## src/rtl/mc_controller_pkg.sv

```systemverilog
// Shared state codes, opcodes and datapath select encodings for the multi-cycle controller.
// Optional feature macro: MC_CONTROLLER_JUMP_EN (adds the JUMP state for JAL/JALR).
package mc_controller_pkg;

    localparam logic [3:0] ST_FETCH    = 4'd0;
    localparam logic [3:0] ST_DECODE   = 4'd1;
    localparam logic [3:0] ST_EXEC_R   = 4'd2;
    localparam logic [3:0] ST_EXEC_I   = 4'd3;
    localparam logic [3:0] ST_MEM_ADDR = 4'd4;
    localparam logic [3:0] ST_MEM_RD   = 4'd5;
    localparam logic [3:0] ST_MEM_WR   = 4'd6;
    localparam logic [3:0] ST_WB_ALU   = 4'd7;
    localparam logic [3:0] ST_WB_MEM   = 4'd8;
    localparam logic [3:0] ST_BRANCH   = 4'd9;
`ifdef MC_CONTROLLER_JUMP_EN
    localparam logic [3:0] ST_JUMP     = 4'd10;
`endif
    localparam logic [3:0] ST_HALT     = 4'd11;
    localparam logic [3:0] ST_ERROR    = 4'd12;

    localparam logic [6:0] OP_RTYPE  = 7'b0110011;
    localparam logic [6:0] OP_ITYPE  = 7'b0010011;
    localparam logic [6:0] OP_LOAD   = 7'b0000011;
    localparam logic [6:0] OP_STORE  = 7'b0100011;
    localparam logic [6:0] OP_BRANCH = 7'b1100011;
    localparam logic [6:0] OP_JAL    = 7'b1101111;
    localparam logic [6:0] OP_JALR   = 7'b1100111;
    localparam logic [6:0] OP_HALT   = 7'b1111111;

    // Same alu_op encoding as the single-cycle decoder.
    localparam logic [1:0] ALU_OP_ADD    = 2'b00;
    localparam logic [1:0] ALU_OP_BRANCH = 2'b01;
    localparam logic [1:0] ALU_OP_FUNCT  = 2'b10;

    localparam logic [1:0] ALU_B_RS2  = 2'b00;
    localparam logic [1:0] ALU_B_FOUR = 2'b01;
    localparam logic [1:0] ALU_B_IMM  = 2'b10;

endpackage

```

## src/rtl/mc_wait_timer.sv

```systemverilog
// Memory wait counter: counts cycles a request goes unanswered and flags the
// cycle on which one more miss would reach TIMEOUT.
module mc_wait_timer #(
    parameter int TIMEOUT = 64
) (
    input  logic clk,
    input  logic reset,
    input  logic clear,
    input  logic enable,
    output logic expired
);

    localparam int CW = $clog2(TIMEOUT + 1);

    logic [CW-1:0] count;

    always_ff @(posedge clk or posedge reset) begin
        if (reset) begin
            count <= '0;
        end else if (clear) begin
            count <= '0;
        end else if (enable) begin
            count <= count + CW'(1);
        end
    end

    // Asserted in the cycle whose miss would make the count equal TIMEOUT.
    assign expired = enable && (count == CW'(TIMEOUT - 1));

endmodule

```

## src/rtl/mc_controller.sv

```systemverilog
// Multi-cycle CPU control FSM sharing one memory port between fetch and load/store.
// Optional feature macro: MC_CONTROLLER_JUMP_EN (JAL/JALR via JUMP state, else ERROR).
module mc_controller
    import mc_controller_pkg::*;
#(
    parameter int TIMEOUT = 64
) (
    input  logic       clk,
    input  logic       reset,
    input  logic [6:0] opcode,
    input  logic       mem_ready,
    output logic       mem_req,
    output logic       mem_we,
    output logic       iord,
    output logic       ir_write,
    output logic       pc_write,
    output logic       pc_write_cond,
    output logic       alu_src_a,
    output logic [1:0] alu_src_b,
    output logic [1:0] alu_op,
    output logic       reg_write,
    output logic       mem_to_reg,
    output logic       halted,
    output logic       error,
    output logic [3:0] state_dbg
);

    logic [3:0] state;
    logic [3:0] state_next;
    logic       is_store;
    logic       in_mem;
    logic       wait_expired;

    assign in_mem = (state == ST_FETCH) || (state == ST_MEM_RD) || (state == ST_MEM_WR);

    // Any state change clears the count, so each memory state starts from zero.
    mc_wait_timer #(.TIMEOUT(TIMEOUT)) u_wait_timer (
        .clk     (clk),
        .reset   (reset),
        .clear   (state_next != state),
        .enable  (in_mem && !mem_ready),
        .expired (wait_expired)
    );

    always_ff @(posedge clk or posedge reset) begin
        if (reset) begin
            state    <= ST_FETCH;
            is_store <= 1'b0;
        end else begin
            state <= state_next;
            if (state == ST_DECODE) begin
                is_store <= (opcode == OP_STORE);
            end
        end
    end

    always_comb begin
        state_next = state;
        case (state)
            ST_FETCH: begin
                if (mem_ready)         state_next = ST_DECODE;
                else if (wait_expired) state_next = ST_ERROR;
            end
            ST_DECODE: begin
                case (opcode)
                    OP_RTYPE:           state_next = ST_EXEC_R;
                    OP_ITYPE:           state_next = ST_EXEC_I;
                    OP_LOAD, OP_STORE:  state_next = ST_MEM_ADDR;
                    OP_BRANCH:          state_next = ST_BRANCH;
`ifdef MC_CONTROLLER_JUMP_EN
                    OP_JAL, OP_JALR:    state_next = ST_JUMP;
`else
                    OP_JAL, OP_JALR:    state_next = ST_ERROR;
`endif
                    OP_HALT:            state_next = ST_HALT;
                    default:            state_next = ST_ERROR;
                endcase
            end
            ST_EXEC_R, ST_EXEC_I: state_next = ST_WB_ALU;
            ST_MEM_ADDR: state_next = is_store ? ST_MEM_WR : ST_MEM_RD;
            ST_MEM_RD: begin
                if (mem_ready)         state_next = ST_WB_MEM;
                else if (wait_expired) state_next = ST_ERROR;
            end
            ST_MEM_WR: begin
                if (mem_ready)         state_next = ST_FETCH;
                else if (wait_expired) state_next = ST_ERROR;
            end
            ST_WB_ALU, ST_WB_MEM, ST_BRANCH: state_next = ST_FETCH;
`ifdef MC_CONTROLLER_JUMP_EN
            ST_JUMP:  state_next = ST_FETCH;
`endif
            ST_HALT:  state_next = ST_HALT;
            ST_ERROR: state_next = ST_ERROR;
            default:  state_next = ST_ERROR;
        endcase
    end

    // FETCH strobes are gated by reset so outputs read as idle while it is held.
    always_comb begin
        mem_req       = 1'b0;
        mem_we        = 1'b0;
        iord          = 1'b0;
        ir_write      = 1'b0;
        pc_write      = 1'b0;
        pc_write_cond = 1'b0;
        alu_src_a     = 1'b0;
        alu_src_b     = ALU_B_FOUR;
        alu_op        = ALU_OP_ADD;
        reg_write     = 1'b0;
        mem_to_reg    = 1'b0;
        case (state)
            ST_FETCH: begin
                mem_req  = !reset;
                ir_write = !reset && mem_ready;
                pc_write = !reset && mem_ready;
            end
            ST_EXEC_R: begin
                alu_src_a = 1'b1;
                alu_src_b = ALU_B_RS2;
                alu_op    = ALU_OP_FUNCT;
            end
            ST_EXEC_I: begin
                alu_src_a = 1'b1;
                alu_src_b = ALU_B_IMM;
                alu_op    = ALU_OP_FUNCT;
            end
            ST_MEM_ADDR: begin
                alu_src_a = 1'b1;
                alu_src_b = ALU_B_IMM;
                alu_op    = ALU_OP_ADD;
            end
            ST_MEM_RD: begin
                mem_req = 1'b1;
                iord    = 1'b1;
            end
            ST_MEM_WR: begin
                mem_req = 1'b1;
                mem_we  = 1'b1;
                iord    = 1'b1;
            end
            ST_WB_ALU: reg_write = 1'b1;
            ST_WB_MEM: begin
                reg_write  = 1'b1;
                mem_to_reg = 1'b1;
            end
            ST_BRANCH: begin
                alu_src_a     = 1'b1;
                alu_src_b     = ALU_B_RS2;
                alu_op        = ALU_OP_BRANCH;
                pc_write_cond = 1'b1;
            end
`ifdef MC_CONTROLLER_JUMP_EN
            ST_JUMP: begin
                reg_write = 1'b1;
                pc_write  = 1'b1;
            end
`endif
            default: ;
        endcase
    end

    assign halted    = (state == ST_HALT);
    assign error     = (state == ST_ERROR);
    assign state_dbg = state;

endmodule

```

## config.mk

```make
export PLATFORM = sky130hd
export DESIGN_NAME = mc_controller
export DESIGN_NICKNAME = d
export VERILOG_FILES = /design/src/rtl/mc_controller_pkg.sv /design/src/rtl/mc_wait_timer.sv /design/src/rtl/mc_controller.sv
export SDC_FILE = /design/constraint.sdc
export NUM_CORES = 1
export LEC_CHECK = 0
export CORE_UTILIZATION = 47
export DETAILED_ROUTE_END_ITERATION = 6
export MAX_ROUTING_LAYER = met4
export PLACE_DENSITY = 0.77
export SYNTH_ARGS = -nofsm -noshare
export SYNTH_HDL_FRONTEND = slang
export SYNTH_HIERARCHICAL = 1
export SYNTH_SLANG_ARGS = --single-unit
```

## constraint.sdc

```tcl
create_clock -name clk -period 5 [get_ports clk]
set_input_delay 1 -clock clk [delete_from_list [all_inputs] [get_ports clk]]
set_output_delay 1 -clock clk [all_outputs]
set_load 0.01 [all_outputs]
```

==> impl_metrics.tcl, run 1 <==
set metrics [dict create \
    ys_ff_latch 12 \
    crit_arrival_ps 4040 \
    synth_top_area_share_pct 28.78 \
    netlist_instances 139 \
    vias 1024 \
    gr-max-usage-layer "met2" \
    worstSetupEndpointType "flip-flop" \
    root_buffer "clkbuf_4" \
    maxSlewHeadroom_pct 49.76 \
    grt_pass1_vias 1027 \
    p_int_uw 133.6 \
    clk_path_buf_depth 2 \
    synth_ff_type "dfrtp_1" \
    grt_pass1_wl_um 4271 \
    cts.sinks 12 \
    max_stage_delay_ps 570 \
    ctsResizeCount 0 \
    drive_above_1_share_pct 6.250 \
    p_sw_share_pct 22.84 \
    cts_buffers 3 \
    met1_usage_pct 25.88 \
    ys_warn_count 6 \
    critPathKind "in2reg" \
    drv_slew 0 \
    cts.clk_slew.worst_paths_ps 70 \
    clkPwrFrac_pct 33.4 \
    synthTopCellsByCount "nor2_1, nand2_1, a21oi_1" \
    synth_area_leaders "dfrtp_1, a21oi_1, nor2_1" \
    grt_max_degree 27 \
    synth_edf_count 0 \
    drt_iter0_drc 22 \
    finalSetupTns_ps 0 \
    synthesis.area_um2 1044 \
    status "complete, no violations" \
    cpMaxStageDelayCell "clkdlybuf4s50_1" \
    final_cell_area_um2 1314 \
    multi_input_comb_area_um2 635.6 \
    dieArea_um2 2413 \
    syn_nets 150 \
    share_seq_of_total_power_pct 56.0 \
    regArea_um2 300.3 \
    dpl.hpwl_um 1846 \
    finalSetupViolations 0 \
    drv_cap 0 \
    tightest_slew_ps 753.6 \
    finClkSkew_ps 2.071 \
    start_util_pct 51.61 \
    antenna_left 0 \
    startpoint_type "primary input" \
    core_um2 2022 \
    cts_tree "yes" \
    rsz0062_at_grt "no" \
    synth_most_common_cell "nor2_1" \
    placementRows 16 \
    syn_area_per_cell_um2 7.507 \
    num-fill-cells 189 \
    dieHeight_um 49.12 \
    irDropWorstVdd_mv 0.1771 \
    path_delay_family "compound AO/OA/AOI/OAI gates" \
    critPathMostFrequentCell "a21oi_1" \
    critical_path.cell_chain "clkdlybuf4s50_1 > a2111oi_1 > buf_4 > nand4_1 > or3_1 > inv_1 > nor2_2 > a21oi_1 > o32ai_1 > a41o_2 > xnor2_1 > o2111ai_1 > a21oi_1" \
    antenna_found_initial 0 \
    hold_path_class "reg2reg" \
    numPortBuffers 28 \
    max_freq_mhz 259.1 \
    diodes 0 \
    viasPerCell 5.476 \
    critPathRequiredTime_ps 5180 \
    grt_use_met3_pct 3.738 \
    post_cts_buffers 0 \
    placedInstanceArea_um2 1291 \
    seq_area_frac_synth_pct 28.78 \
    cts-htree-levels 1 \
    netSwitchingPower_uw 39.53 \
    drc 0 \
    clock_latency_ps 260 \
    finalCritPeriodShare_pct 77.18 \
    leakage_uw 0.0005276 \
    ys_types 43 \
    hold_viol 0 \
    gp_congestion 0.8813 \
    ctsHoldBuffers 0 \
    synth_area_leader_cell "dfrtp_1" \
    synthArstFlopShare_pct 100.0 \
    comb_power_share_pct 10.6 \
    first_pass_iters 4 \
    gr-total-overflow 0 \
    path_max_fanout 9 \
    fin_crit_ps 3859 \
    use_met2_pct 40.87 \
    io_pins 29 \
    die_w_um 49.12 \
    post_drt_wl_per_cell_um 13.09 \
    finalNetCount 173 \
    wirelength_um 2447 \
    power_density_nw_per_um2 131.8 \
    area_growth_pct 25.90 \
    grtUsageTotal_pct 22.88 \
    path_buf_inv 3 \
]
## layout by cell type (no fill, tap or decap), types with 4 or more instances in the layout
cell,count
o21ai_0,8
inv_1,9
or3_1,4
clkdlybuf4s50_1,28
a21oi_1,14
nand2_1,15
nor3_1,6
dfrtp_1,12
nor2_1,18
## flip-flops by register name (all words and copies together), names as in the netlist
signal / count
is_store: 1
state_dbg: 4
u_wait_timer/count: 7
## layer usage
| layer | wire length, µm | vias to the layer above | part of all wire (%) |
|---|---|---|---|
| li1 | - | 536 | - |
| met3 | 57 | 2 | 2.3 |
| met5 | 0 | - | 0 |
| met2 | 1227 | 17 | 50 |
| met1 | 1153 | 469 | 47 |
| met4 | 9 | 0 | 0.37 |
## stage by stage
| stage | total power, µW | instances | setup WS (ps) | hold slack (ps) | utilization [%] |
|---|---|---|---|---|---|
| 2_1_floorplan | 106.7 | 139 | 1302 | 489.8 | - |
| 3_5_place_dp | 117.2 | 184 | 864.4 | 545.8 | 63.86 |
| 5_1_grt | 182.6 | 187 | 795.8 | 607.9 | 64.98 |
| 4_1_cts | 176.0 | 187 | 1122 | 562.2 | 64.98 |
| 6_report | 173.1 | 187 | 1141 | 564.8 | 64.98 |
| 3_3_place_gp | 116.6 | 184 | 1003 | 527.5 | 63.86 |
## layout make-up
| type | count | area share [%] |
|---|---|---|
| clock buffer | 3 | 1.714 |
| inverter | 9 | 2.571 |
| multi-input combinational | 107 | 48.38 |
| sequential | 12 | 22.86 |
| tap | 27 | 2.571 |
| timing repair buffer | 29 | 21.90 |
## worst reg2reg max path: stages (launching register included)
cell and delay [ps]:
dfrtp_1 660, nor2_1 380, nor2_1 70, a2111oi_1 380
buf_4 210, nand4_1 140, or3_1 390, inv_1 120
nor2_2 70, a21oi_1 160, o32ai_1 90, a41o_2 280
xnor2_1 130, o2111ai_1 310, a21oi_1 230
## cell families after synthesis
group | synth area share (%)
DFF | 28.78
muxes | 2.038
AOI/OAI and AO/OA | 25.06
xor gates and xnor gates | 5.037
and+or+nand+nor | 27.58
adders and majority gates | 1.199
buffers and inverters | 10.31
## worst paths after layout
| check | from | to | slack (ps) | cells after the start |
|---|---|---|---|---|
| worst max-delay path | mem_ready | u_wait_timer/count[6] | 1140 | 13 |
| worst min-delay path | is_store | is_store | 560 | 2 |
| worst max register to register | state_dbg[1] | u_wait_timer/count[6] | 1290 | 14 |
| worst min register to register | is_store | is_store | 560 | 2 |
| max in group asynchronous | reset | state_dbg[3] | 3760 | 2 |
| min in group asynchronous | reset | u_wait_timer/count[3] | 1020 | 2 |
## power groups by stage
stage	Combinational [µW]	Clock (µW)	Sequential, µW
CTS	18.4	60.7	96.9
finish	18.4	57.8	96.9
detailed placement	18.3	0	98.9
floorplan	7.78	0	98.9
global placement	17.7	0	98.9
global route	20.3	65.3	96.9
Note: power is estimated with default switching activity, not from simulation.
==> inputs of run 2 (changes only) <==
==> constraint.sdc (replaced) <==
create_clock -name clk -period 3.6 [get_ports clk]
set_input_delay 0.72 -clock clk [delete_from_list [all_inputs] [get_ports clk]]
set_output_delay 0.72 -clock clk [all_outputs]
set_load 0.01 [all_outputs]
==> run 2 against run 1 <==
  * Flip-flop and latch count unchanged
  * Sequential power is 39% higher
  * Cell count increased by 3.7%
  * Die area stayed put
  * Core utilization up 3.2 points
  * Register-to-register slack got worse by 900 ps
  * Critical path depth did not move
  * Clock power increased by 94%
  * Total power is 58% higher
  * Hold slack better by 4.2 ps
  * First-iteration DRC count increased by 14%
  * Non-clock buffer count grew 6
  * Critical endpoint unchanged
==> impl_metrics.tcl, run 2 (synthesis gave the netlist of run 1 again) <==
set metrics [dict create \
    tightest_slew_ps 553.4 \
    drc 0 \
    diodes 0 \
    dpl.hpwl_um 1957 \
    grt_max_degree 24 \
    clock_latency_ps 270 \
    largest_reg_flops 7 \
    post_drt_wl_per_cell_um 13.52 \
    placementRows 16 \
    fin_crit_ps 3212 \
    hold_path_class "reg2reg" \
    first_pass_iters 4 \
    hold_viol 0 \
    wirelength_um 2623 \
    top_register "u_wait_timer/count" \
    finalSetupTns_ps 0 \
    finClkSkew_ps 4.854 \
    startpoint_type "flip-flop" \
    drt_iter0_drc 25 \
    final_common_cell "clkdlybuf4s50_1" \
    cts.sinks 12 \
    cts.clk_slew.worst_paths_ps 90 \
    path_max_fanout 12 \
    layout_common_cells "clkdlybuf4s50_1, nor2_1, nand2_1" \
    r2r_start "state_dbg[1]" \
    hold-path-endpoint "is_store" \
    die_w_um 49.12 \
    finalSetupViolations 0 \
    power_density_nw_per_um2 198.8 \
    cts-htree-levels 1 \
    dieArea_um2 2413 \
    rsz0062_at_grt "no" \
    critPathKind "reg2reg" \
    reg2regPathDepth 13 \
    maxSlewHeadroom_pct 63.07 \
    status "complete, no violations" \
    viasPerCell 5.552 \
    cpMaxStageDelayCell "dfrtp_1" \
    drv_cap 0 \
    fin_worst_hold_slack_ps 569.0 \
    drv_slew 0 \
    numPortBuffers 28 \
    cts_tree "yes" \
    final_util_pct 68.13 \
    grtUsageTotal_pct 25.32 \
    irDropWorstVdd_mv 0.1875 \
    regToRegEndpoint "u_wait_timer/count[6]" \
    grt_pass1_wl_um 4623 \
    start_util_pct 51.61 \
    holdPathStages 2 \
    clk_path_buf_depth 2 \
    max_freq_mhz 311.3 \
    root_buffer "clkbuf_4" \
    io_pins 29 \
    finalCritPeriodShare_pct 89.23 \
    max_stage_delay_ps 510 \
    gp_congestion 0.9591 \
    grt_pass1_vias 1059 \
    crit_arrival_ps 3410 \
    antenna_left 0 \
    path_buf_inv 1 \
    finalNetCount 179 \
    gr-total-overflow 0 \
    path_delay_family "compound AO/OA/AOI/OAI gates" \
    dieHeight_um 49.12 \
    r2r_slack_ps 390 \
    dp_slack_ps 116.8 \
    vias 1077 \
    critPathRequiredTime_ps 3790 \
    critical_path.cell_chain "nor2_1 > nor2_1 > a2111oi_2 > nand4_1 > or3_1 > inv_1 > nor2_2 > a21oi_1 > o32ai_1 > a41o_2 > xnor2_1 > o2111ai_1 > a21oi_1" \
    worstSetupEndpointType "flip-flop" \
    leakage_uw 0.0005631 \
    area_growth_pct 32.01 \
    fin_ws_ps 387.8 \
    num-fill-cells 176 \
    drive_above_1_share_pct 10.78 \
    antenna_found_initial 0 \
    placedInstanceArea_um2 1336 \
    hp-start "is_store" \
    core_um2 2022 \
    final_cell_area_um2 1378 \
    cts_buffers 3 \
]
[run 2: cell count changes in the layout (fill, tap and decap cells not counted)]
| cell | before | now |
|---|---|---|
| a2111oi_1 | 1 | 0 |
| a2111oi_2 | 0 | 1 |
| buf_4 | 1 | 7 |
| clkbuf_8 | 0 | 1 |
[run 2: cell type report]
cell class	count	area, µm²	area share, %
clock buffers	4	36.28	2.634
inverters	9	33.78	2.452
multi-input cells	107	640.6	46.50
flip-flops and latches	12	300.3	21.80
well taps	27	33.78	2.452
repair buffers	35	332.8	24.16
[run 2: worst register-to-register path: stages, from the launching register on]
cell and delay, ps:
dfrtp_1 510, nor2_1 290, nor2_1 80, a2111oi_2 380, nand4_1 160, or3_1 380, inv_1 130, nor2_2 70
a21oi_1 140, o32ai_1 90, a41o_2 250, xnor2_1 130, o2111ai_1 300, a21oi_1 220
[run 2: routing by layer]
layer  track usage (%)  wire length, µm  vias up
met5                 -                0        -
met2             39.73             1266       35
met3             3.427              103        8
met4             10.78               63        0
li1                  -                -      552
met1             32.55             1189      482
[run 2: worst max path at each step]
stage / start / to / slack (ps) / depth (start not counted)
floorplan: state_dbg[1] / u_wait_timer/count[5] / 70 / 14
global placement: mem_ready / u_wait_timer/count[6] / 220 / 12
detailed placement: mem_ready / u_wait_timer/count[6] / 120 / 12
CTS: state_dbg[1] / u_wait_timer/count[6] / 320 / 13
global route: state_dbg[1] / u_wait_timer/count[5] / 20 / 13
finish: state_dbg[1] / u_wait_timer/count[6] / 390 / 13
[run 2: power breakdown]
| part | internal (µW) | leakage, µW | switching, µW |
|---|---|---|---|
| Combinational | 13.0 | 0.000390 | 13.7 |
| Sequential | 135 | 0.000152 | 0 |
| Clock | 61.4 | 0.0000210 | 51.0 |
[run 2: repair_timing]
action                                  4_1_cts  5_1_grt
buffers inserted                              0        0
endpoints found under the setup margin        0        7
hold buffers                                  0        0
resized for setup                             0        1
[run 2: stage by stage]
stage | instances | power [µW]
global placement | 190 | 162.9
floorplan | 139 | 148.1
finish | 194 | 273.8
global route | 194 | 286.2
detailed placement | 190 | 163.7
CTS | 194 | 274.8
==> inputs of run 3 (changes only) <==
--- a/config.mk
+++ b/config.mk
@@ -5,10 +5,10 @@
 export SDC_FILE = /design/constraint.sdc
 export NUM_CORES = 1
 export LEC_CHECK = 0
-export CORE_UTILIZATION = 47
+export CORE_UTILIZATION = 45
 export DETAILED_ROUTE_END_ITERATION = 6
 export MAX_ROUTING_LAYER = met4
-export PLACE_DENSITY = 0.77
+export PLACE_DENSITY = 0.74
 export SYNTH_ARGS = -nofsm -noshare
 export SYNTH_HDL_FRONTEND = slang
 export SYNTH_HIERARCHICAL = 1
==> run 3 against run 2 <==
  * Clock skew rose by 7.2 ps
  * Non-clock buffer count is the same
  * Total power decreased by 1.8%
  * Fmax grew 1.3%
  * Count of clock-buffer cells in the layout unchanged
  * Clock power decreased by 4%
  * Critical path depth did not move
  * Critical endpoint is now u_wait_timer/count[5]
  * Largest cell class unchanged
  * Largest power group unchanged
==> impl_metrics.tcl, run 3 (synthesis gave the netlist of run 1 again) <==
set metrics [dict create \
    status "complete, no violations" \
    crit_arrival_ps 3370 \
    io_pins 29 \
    drv_slew 0 \
    wirelength_um 2551 \
    power_density_nw_per_um2 195.7 \
    clk_path_buf_depth 2 \
    holdPathStages 2 \
    clock_latency_ps 280 \
    die_w_um 50.16 \
    layout_common_cells "clkdlybuf4s50_1, nor2_1, nand2_1" \
    diodes 0 \
    hold_viol 0 \
    drt_iter0_drc 31 \
    top_register "u_wait_timer/count" \
    drc 0 \
    critPathKind "in2reg" \
    r2r_slack_ps 440 \
    finalCritPeriodShare_pct 88.05 \
    grt_pass1_vias 1042 \
    ctsResizeCount 0 \
    root_buffer "clkbuf_4" \
    finalSetupViolations 0 \
    cts_tree "yes" \
    finalNetCount 179 \
    grt_max_degree 25 \
    dieArea_um2 2516 \
    maxSlewHeadroom_pct 67.24 \
    drv_cap 0 \
    hp-start "u_wait_timer/count[6]" \
    drive_above_1_share_pct 10.18 \
    cts.clk_slew.worst_paths_ps 80 \
    post_drt_wl_per_cell_um 13.08 \
    hold_path_class "reg2reg" \
    viasPerCell 5.677 \
    regToRegEndpoint "u_wait_timer/count[5]" \
    area_growth_pct 31.65 \
    critPathRequiredTime_ps 3800 \
    numPortBuffers 28 \
    antenna_found_initial 0 \
    fin_crit_ps 3170 \
    ctsHoldBuffers 0 \
    leakage_uw 0.0005642 \
    gp_congestion 0.9223 \
    hold-path-endpoint "u_wait_timer/count[6]" \
    max_freq_mhz 315.5 \
    grt_pass1_wl_um 4588 \
    cts.sinks 12 \
    finalSetupTns_ps 0 \
    first_pass_iters 4 \
    r2r_start "state_dbg[0]" \
    startpoint_type "primary input" \
    fin_worst_hold_slack_ps 541.2 \
    path_max_fanout 7 \
    dpl.hpwl_um 1867 \
    grtUsageTotal_pct 24.42 \
    reg2regPathDepth 14 \
    rsz0062_at_grt "no" \
    gr-total-overflow 0 \
    placementRows 17 \
    worstSetupEndpointType "flip-flop" \
    finClkSkew_ps 12.02 \
    irDropWorstVdd_mv 0.1996 \
    post_cts_buffers 0 \
    start_util_pct 47.63 \
    antenna_left 0 \
    tightest_slew_ps 490.1 \
    core_um2 2191 \
    largest_reg_flops 7 \
    cts-htree-levels 1 \
    vias 1107 \
    dieHeight_um 50.16 \
    cts_buffers 3 \
    final_common_cell "clkdlybuf4s50_1" \
]
run 3: cell counts in the layout (fill, tap and decap cells not counted):
Identical to the previous run, type by type.
run 3: worst max-delay path: stages:
cell	delay (ps)
clkdlybuf4s50_1	450
a2111oi_1	420
nand4_1	170
or3_1	390
inv_1	130
nor2_2	70
a21oi_1	140
o32ai_1	90
a41o_2	250
xnor2_1	130
o2111ai_1	120
buf_4	180
a21oi_1	100
run 3: worst max path at each step:
stage                      start                    end  slack [ps]
floorplan           state_dbg[1]  u_wait_timer/count[5]          70
global placement       mem_ready  u_wait_timer/count[6]         270
detailed placement     mem_ready  u_wait_timer/count[6]         190
CTS                    mem_ready  u_wait_timer/count[6]         440
global route        state_dbg[0]  u_wait_timer/count[5]         170
finish                 mem_ready  u_wait_timer/count[5]         430
run 3: layout make-up:
type | count | area (µm²)
flip-flops and latches | 12 | 300.3
inverters | 9 | 33.78
fillers | 200 | 817.0
well taps | 28 | 35.03
multi-input cells | 107 | 635.6
clock buffers | 4 | 36.28
repair buffers | 35 | 332.8
run 3: layer usage:
metal	global-route usage [%]	share of wire (%)
met3	4.545	4.4
met4	10.48	1.5
met1	29.52	46
met2	39.56	48
met5	-	0
run 3: where the power goes:
part / internal, µW / total (µW) / switching, µW
logic: 13.0 / 26.1 / 13.2
registers: 135 / 135 / 0
clock network: 61.5 / 108 / 46.5
total: 209 / 269 / 59.7
run 3: per-stage QoR:
stage / power, µW / setup slack, ps / area [µm²] / utilization [%] / std cells
finish: 268.8 / 430.1 / 1374 / 62.71 / 195
global route: 280.3 / 165.4 / 1374 / 62.71 / 195
CTS: 272.3 / 435.3 / 1374 / 62.71 / 195
global placement: 163.0 / 271.3 / 1338 / 61.05 / 191
floorplan: 148.1 / 68.21 / 1044 / - / 139
detailed placement: 163.3 / 189.9 / 1338 / 61.05 / 191
